File: src/rtl/sevenseg_scan_ctrl.sv
// Time-multiplexing scan controller for an N-digit common-anode 7-segment display.
// Double-buffered digit codes: staging is promoted to active only at frame boundaries.
module sevenseg_scan_ctrl #(
  parameter int N_DIGITS     = 8,
  parameter int ON_CYCLES    = 100000,
  parameter int BLANK_CYCLES = 1000
) (
  input  logic                          clk,
  input  logic                          rst_n,
  input  logic                          en,
  input  logic                          load,
  input  logic [7*N_DIGITS-1:0]         d_in,
  output logic [6:0]                    d_out,
  output logic [N_DIGITS-1:0]           an_n,
  output logic [$clog2(N_DIGITS)-1:0]   digit_idx,
  output logic                          frame_done,
  output logic                          pending
);

  localparam int IW      = $clog2(N_DIGITS);
  localparam int MAX_CYC = (ON_CYCLES > BLANK_CYCLES) ? ON_CYCLES : BLANK_CYCLES;
  localparam int CW      = (MAX_CYC > 1) ? $clog2(MAX_CYC) : 1;

  localparam logic [CW-1:0]       ON_LAST    = CW'(ON_CYCLES - 1);
  localparam logic [CW-1:0]       BLANK_LAST = CW'(BLANK_CYCLES - 1);
  localparam logic [IW-1:0]       LAST_IDX   = IW'(N_DIGITS - 1);
  localparam logic [6:0]          BLANK_CODE = 7'h40;
  localparam logic [N_DIGITS-1:0] ONE_HOT0   = N_DIGITS'(1);

  typedef enum logic [1:0] {IDLE, BLANK, ON} state_t;

  state_t        state;
  logic [CW-1:0] cnt;
  logic [6:0]    staging [N_DIGITS];
  logic [6:0]    active  [N_DIGITS];

  logic [IW-1:0] next_idx;
  logic          wrap;
  logic          commit;

  // A frame boundary is either the end of the last digit or the start of scanning from idle.
  always_comb begin
    next_idx = (digit_idx == LAST_IDX) ? '0 : digit_idx + IW'(1);
    wrap     = (state == ON) && (cnt == ON_LAST) && (digit_idx == LAST_IDX);
    commit   = pending && en && (wrap || (state == IDLE));
  end

  always_ff @(posedge clk or negedge rst_n) begin
    if (!rst_n) begin
      state      <= IDLE;
      cnt        <= '0;
      digit_idx  <= '0;
      an_n       <= '1;
      d_out      <= BLANK_CODE;
      frame_done <= 1'b0;
      pending    <= 1'b0;
      for (int i = 0; i < N_DIGITS; i++) begin
        staging[i] <= BLANK_CODE;
        active[i]  <= BLANK_CODE;
      end
    end else begin
      frame_done <= 1'b0;

      // A load on the commit edge lands in staging after the old contents move to active.
      if (commit) begin
        active  <= staging;
        pending <= 1'b0;
      end
      if (load) begin
        for (int i = 0; i < N_DIGITS; i++)
          staging[i] <= d_in[7*i +: 7];
        pending <= 1'b1;
      end

      if (!en) begin
        state     <= IDLE;
        cnt       <= '0;
        digit_idx <= '0;
        an_n      <= '1;
        d_out     <= BLANK_CODE;
      end else begin
        case (state)
          IDLE: begin
            state <= BLANK;
            cnt   <= '0;
            an_n  <= '1;
            d_out <= commit ? staging[0] : active[0];
          end
          BLANK: begin
            if (cnt == BLANK_LAST) begin
              state <= ON;
              cnt   <= '0;
              an_n  <= ~(ONE_HOT0 << digit_idx);
            end else begin
              cnt <= cnt + CW'(1);
            end
          end
          ON: begin
            if (cnt == ON_LAST) begin
              state      <= BLANK;
              cnt        <= '0;
              an_n       <= '1;
              digit_idx  <= next_idx;
              d_out      <= commit ? staging[next_idx] : active[next_idx];
              frame_done <= wrap;
            end else begin
              cnt <= cnt + CW'(1);
            end
          end
          default: begin
            state <= IDLE;
            an_n  <= '1;
          end
        endcase
      end
    end
  end

endmodule

File: config.mk
export PLATFORM = sky130hd
export DESIGN_NAME = sevenseg_scan_ctrl
export DESIGN_NICKNAME = d
export VERILOG_FILES = /design/src/rtl/sevenseg_scan_ctrl.sv
export SDC_FILE = /design/constraint.sdc
export NUM_CORES = 1
export LEC_CHECK = 0
export BUFFER_PORTS_ARGS = -buffer_cell sky130_fd_sc_hd__buf_2
export CORE_MARGIN = 10
export CORE_UTILIZATION = 32
export DETAILED_ROUTE_END_ITERATION = 6
export GPL_TIMING_DRIVEN = 0
export PLACE_DENSITY = 0.54
export SYNTH_ARGS = -nofsm -noshare
export SYNTH_HDL_FRONTEND = slang
export SYNTH_SLANG_ARGS = --single-unit
File: constraint.sdc
create_clock -name clk -period 8.4 [get_ports clk]
set_clock_uncertainty 0.1 [all_clocks]
set_input_delay 0.84 -clock clk [delete_from_list [all_inputs] [get_ports clk]]
set_output_delay 0.84 -clock clk [all_outputs]
set_load 0.01 [all_outputs]
==> key figures, run 1 <==
Outcome
  – Outcome: completed

Global routing
  – First-pass GRT wire length: 27300 um
  – Largest net degree at the start of global routing: 79
  – Global route overflow: 0
  – Number of global-route vias before repair: 4942
  – Antenna violations before repair: 0
  – Global Route Usage Sum: 12.2%

Clock tree
  – Hold Buf Count CTS: 0
  – Cts bufs inserted: 17
  – CTS Sinks: 151
  – Post-CTS Setup Inserts: 0
  – Clock Latency Late Sink: 0.43 ns
  – Clock H-tree levels: 4
  – Post-cts sizing count: 0
  – CTS tree: built
  – Clock buffer depth: 2
  – Root buf cell: clkbuf_16
  – Clock transition at path regs: 0.06 ns

Synthesis
  – Count leader, synth: dfrtp_1
  – #FFs+latches synth: 151
  – Sequential element share of the synthesized area: 53.5%
  – Leading area contributor after synthesis: dfrtp_1
  – Largest family of logic cells by synthesized area: multiplexers
  – Post-Syn Area per Cell: 13.9 um2
  – Simple-Gate Fraction of Synth Area: 7.22%
  – Synth warn: 0
  – Mux cell area share after synthesis: 29.7%
  – Mapped Cells: 511
  – Top cells by count, synth: dfrtp_1, mux2_2, mux4_2
  – Mapped cell area: 7120 um2
  – Yosys cell types: 43
  – Synthesized Nets: 582
  – Area contributors post-synth: dfrtp_1, mux2_2, dfstp_2, mux4_2, mux2i_1
  – Ys async rst share: 100%
  – Adder-Cell Fraction of Synth Area: 1.93%
  – Post-synth EDFFs: 0
  – Synth top area share: 44.3%
  – Xor and xnor area share after synthesis: 1.48%
  – Complex-gate fraction of the synthesized area: 3.72%
  – Dominant synthesized flop cell: dfrtp_1

Hold path
  – Hold Path Class: input pin to async pin

Critical path
  – Largest stage delay, worst path: 0.60 ns
  – Worst path cell trace: ha_1, ha_1, clkbuf_1, clkbuf_1, mux4_2, mux2i_1, nand2_1, a31o_2
  – Worst setup SP type: flip-flop
  – Worst Reg2Reg Path Length in Cells: 8
  – FF-to-FF End: d_out[3]
  – Required time worst endpoint: 8.63 ns
  – Critical path type: flip-flop to flip-flop
  – Worst Setup End Kind: flip-flop
  – Critical-path top delay cell: clkbuf_1
  – Largest delay share family, worst path: buffers and inverters
  – R2r setup slk: 5.00 ns
  – WP buf/inv: 2
  – CP arrival: 3.63 ns
  – Worst reg2reg path startpoint: digit_idx[0]
  – CP max FO: 10

Cells and area
  – Inserted Diodes: 0
  – Fraction of layout cells with a size suffix above 1: 47.6%
  – Final net count: 680
  – Synthesis-to-finish area growth: 19.8%
  – Fin util: 39.0%

Floorplanning
  – Ports: 80
  – Core footprint: 21900 um2
  – # rows: 54
  – Die height: 169 um
  – Initial Utilization: 32.5%
  – Die width: 169 um
  – DIE AREA: 28600 um2

Pwr
  – P per Cell Area: 293 nW/um2
  – Leak: 3.63 nW
  – Worst VDD drop: 129 uV

Detailed routing
  – Post-route ant nets: 0
  – # DRC: 0
  – DR vias/cell: 4.96
  – Drt first pass iters: 4
  – WL/cell: 18.9 um
  – Drt total wl: 17000 um
  – Initial DRC count: 250
  – Vias: 4475

Timing
  – Max transition margin: 45.3%
  – Final hold violations: 0
  – Setup TNS: 0 ns
  – Hold_ws: 0.359 ns
  – Fin crit period: 3.40 ns
  – Slew Viols, Final: 0
  – Worst-Margin Slew: 0.820 ns
  – Setup Viol. Count Final: 0
  – Fin crit share: 40.5%
  – Fmax: 0.294 GHz
  – RSZ-0062 raised after global routing: no
  – Final worst slack: 5.00 ns

Placement
  – IO Port Bufs: 78
  – Placer Congestion: 0.794
  – Dpl hpwl: 12300 um
  – Pre-CTS setup slack: 4.96 ns

Flow run
  – Max Cap Viol: 0
==> layout make-up <==
class,count,area [um2]
timing repair buffer,79,424
buffer,28,145
clock inverter,14,195
inverter,9,33.8
multi-input combinational,323,3140
tap,280,350
sequential,151,3810
clock buffer,18,439
fill,2111,13400
==> cell usage in the layout, fill, tap and decap left out, drive strengths merged, types with 2 or more instances in the layout <==
| master | count |
|---|---|
| ha | 11 |
| bufinv | 4 |
| and3 | 4 |
| nand2 | 27 |
| nor3 | 5 |
| o21ai | 4 |
| and4 | 3 |
| dfrtp | 126 |
| nor4b | 2 |
| mux2i | 18 |
| clkbuf | 36 |
| mux2 | 115 |
| xnor2 | 8 |
| nand3 | 10 |
| a211o | 3 |
| a21oi | 8 |
| a22o | 7 |
| inv | 12 |
| mux4 | 28 |
| nand2b | 3 |
| nor2 | 27 |
| nand4 | 7 |
| buf | 89 |
| and2 | 3 |
| a31o | 6 |
| nor2b | 6 |
| a31oi | 3 |
| clkinv | 3 |
| nand3b | 2 |
| dfstp | 25 |
| clkinvlp | 4 |
| xor2 | 4 |
==> worst max path at each step <==
stage | depth (start not counted) | end | slack (ns) | from
detailed placement | 8 | d_out[3] | 4.96 | digit_idx[0]
CTS | 8 | d_out[3] | 4.94 | digit_idx[0]
global route | 9 | d_out[1] | 4.76 | digit_idx[0]
floorplan | 9 | d_out[1] | 5.57 | digit_idx[0]
global placement | 1 | staging[31] | 4.25 | rst_n
finish | 8 | d_out[3] | 5.00 | digit_idx[0]
==> layer usage <==
metal	global-route usage [%]	wire length, um
met5	0	0
met4	3.00	69
met3	4.17	739
met2	20.0	8500
met1	15.2	7720
==> registers in the layout, summed over array words and instances, names as in the netlist <==
name and cells:
state 2, active 56, pending 1, cnt 17, staging 56, digit_idx 3, d_out 7, an_n 8
frame_done 1
==> per-stage QoR <==
step | area [um2] | total power [W] | std cells
after floorplan | 7120 | 0.00150 | 511
after global placement | 7870 | 0.00167 | 869
after detailed placement | 7900 | 0.00170 | 870
after CTS | 8530 | 0.00253 | 902
after global routing | 8530 | 0.00264 | 902
final | 8530 | 0.00250 | 902
==> cells by family after synthesis <==
kind of cell,count (synthesis)
AOI/OAI and AO/OA,36
xor gates and xnor gates,12
adders and majority gates,11
buffers and inverters,37
DFF,151
muxes,161
and+or+nand+nor,103
==> worst reg2reg max path: cells and delay by family, from the launching register on <==
kind | cells | cell delay, ns
buf+inv | 2 | 1.17
mux | 2 | 0.66
fa+ha+maj | 2 | 0.59
flops | 1 | 0.45
compound gates | 1 | 0.25
simple gates | 1 | 0.09
==> power by group <==
part | total [W] | internal [W] | switching [W]
Clock | 0.000823 | 0.000507 | 0.000316
Combinational | 0.000629 | 0.000357 | 0.000272
Sequential | 0.00105 | 0.000937 | 0.000114
Total | 0.00250 | 0.00180 | 0.000703
No activity file was read; power rests on OpenSTA's default activity.
==> run 2, diff against run 1 <==
==> constraint.sdc (replaced) <==
create_clock -name clk -period 3.4 [get_ports clk]
set_clock_uncertainty 0.1 [all_clocks]
set_input_delay 0.34 -clock clk [delete_from_list [all_inputs] [get_ports clk]]
set_output_delay 0.34 -clock clk [all_outputs]
set_load 0.01 [all_outputs]
==> run 2 against run 1 <==
Sequential share of layout area down 0.072 points. Utilization up 0.063 points. Critical path depth down 1. Maximum frequency up 8.6%. Register-to-register slack worse by 4.7 ns. Final area up 0.16%. Sequential cell count unchanged. Combinational power up 150%. Worst hold slack worse by 0.32 ns. First-iteration DRC count up 1.2%. Largest power group unchanged. Highest routed layer unchanged.
==> key figures, run 2 (synthesized netlist as in run 1, its figures left out) <==
Cells and area
  – Design area: 8550 um2
  – # fillers: 2108
  – Multi-input logic area: 3140 um2
  – Most common cell after layout, fill and taps aside: dfrtp_1
  – Inserted Diodes: 0
  – Fraction of layout cells with a size suffix above 1: 47.6%
  – Final net count: 680
  – FF+latch area: 3810 um2
  – Largest regs: active x56, staging x56, cnt x17
  – Commonest cells after routing, fill and taps aside: dfrtp_1, mux2_2, buf_2
  – Synthesis-to-finish area growth: 20.0%

Global routing
  – Number of global-route vias before repair: 4943
  – Global route overflow: 0
  – Most Crowded Layer GR: met2
  – First-pass GRT wire length: 27300 um
  – Met3 Usage GRT: 4.17%
  – GR Util met2: 20.0%
  – Met1 global-route usage: 15.2%
  – Global Route Usage Sum: 12.2%
  – Antenna violations before repair: 0
  – Largest net degree at the start of global routing: 79

Placement
  – Placed instance area: 7900 um2
  – Dpl hpwl: 12300 um
  – Pre-CTS setup slack: -0.0392 ns
  – IO Port Bufs: 78
  – Placer Congestion: 0.794

Timing
  – Final worst slack: 0.270 ns
  – RSZ-0062 raised after global routing: no
  – Max transition margin: 46.1%
  – Worst-Margin Slew: 0.809 ns
  – Hold_ws: 0.0347 ns
  – Final hold violations: 0
  – Fin crit share: 92.1%
  – Slew Viols, Final: 0
  – Fmax: 0.320 GHz
  – Setup Viol. Count Final: 0
  – Fin crit period: 3.13 ns

Critical path
  – Critical path type: flip-flop to flip-flop
  – Required time worst endpoint: 3.62 ns
  – Worst Setup End Kind: flip-flop
  – Worst setup SP type: flip-flop
  – Setup crit start: digit_idx[0]
  – Endpoint of the worst setup timing path: d_out[3]
  – FF-to-FF End: d_out[3]
  – CP max FO: 11
  – Worst Reg2Reg Path Length in Cells: 7
  – Worst reg2reg path startpoint: digit_idx[0]
  – CP arrival: 3.35 ns
  – R2r setup slk: 0.27 ns

Clock tree
  – Cts bufs inserted: 17
  – Post-CTS Setup Inserts: 0
  – CTS Sinks: 151
  – Clock transition at path regs: 0.06 ns
  – CTS tree: built
  – Root buf cell: clkbuf_16
  – Clock H-tree levels: 4
  – Clock buffer depth: 2
  – Clock Latency Late Sink: 0.43 ns

Detailed routing
  – Post-route ant nets: 0
  – Initial DRC count: 253
  – Vias: 4482
  – WL/cell: 18.8 um
  – Drt first pass iters: 4
  – Drt total wl: 17000 um
  – DR vias/cell: 4.97
  – # DRC: 0

Floorplanning
  – DIE AREA: 28600 um2
  – Initial Utilization: 32.5%
  – Core footprint: 21900 um2
  – Die height: 169 um
  – Die width: 169 um
  – Ports: 80
  – # rows: 54

Pwr
  – Worst VDD drop: 320 uV
  – Leak: 3.64 nW
  – P per Cell Area: 723 nW/um2

Outcome
  – Outcome: completed

Hold path
  – Hold Path Class: input pin to flip-flop

Flow run
  – Max Cap Viol: 0
## run 2: cell count changes in the layout (fill, tap and decap cells not counted)
| cell | previous run | this run |
|---|---|---|
| buf_4 | 1 | 4 |
| buf_2 | 82 | 79 |
| clkbuf_1 | 18 | 17 |
| dlygate4sd3_1 | 0 | 1 |
## run 2: repair_timing
action,in CTS,in global routing
resized for setup,2,2
hold buffers,1,0
endpoints found under the hold margin,69,0
endpoints found under the setup margin,3,5
## run 2: how the worst min path moves through the flow
stage,startpoint,endpoint,slack [ns],depth (start not counted)
4_1_cts,d_in[53],staging[4],0.02,2
2_1_floorplan,rst_n,active[0],-0.06,0
3_5_place_dp,rst_n,cnt[15],0.34,1
5_1_grt,d_in[44],staging[9],0.01,2
6_report,d_in[31],staging[24],0.03,2
3_3_place_gp,active[31],active[31],0.38,1
## run 2: cell type report
class / count / share of cell area, %
sequential: 151 / 44.6
multi-input combinational: 323 / 36.7
clock buffer: 18 / 5.14
timing repair buffer: 80 / 5.08
tap: 280 / 4.10
clock inverter: 14 / 2.28
buffer: 27 / 1.74
inverter: 9 / 0.395
## run 2: power by group
| part | total, W | internal [W] | switching (W) |
|---|---|---|---|
| Clock | 0.00203 | 0.00125 | 0.000779 |
| Sequential | 0.00260 | 0.00232 | 0.000281 |
| Combinational | 0.00155 | 0.000882 | 0.000671 |
| Total | 0.00618 | 0.00445 | 0.00173 |
## run 2: worst max-delay path: stages, from the launching register on
cell and delay [ns]:
dfrtp_1 0.45, ha_1 0.26, ha_1 0.67, clkbuf_1 0.56
mux4_2 0.41, mux2i_1 0.24, nand2_1 0.09, a31o_2 0.24
## run 2: metrics by stage
| stage | TNS, ns | cells | util, % | power (W) |
|---|---|---|---|---|
| finish | 0 | 902 | 39.0 | 0.00618 |
| global route | 0 | 902 | 39.0 | 0.00651 |
| CTS | 0 | 902 | 39.0 | 0.00626 |
| detailed placement | -0.0471 | 870 | 36.1 | 0.00420 |
| global placement | -29.79 | 869 | 35.9 | 0.00412 |
| floorplan | 0 | 511 | - | 0.00371 |
## run 2: per-layer routing
layer  vias up  wire length (um)
met3         6               769
met4         0                69
li1       2062                 -
met1      2330              7650
met2        84              8500
met5         -                 0
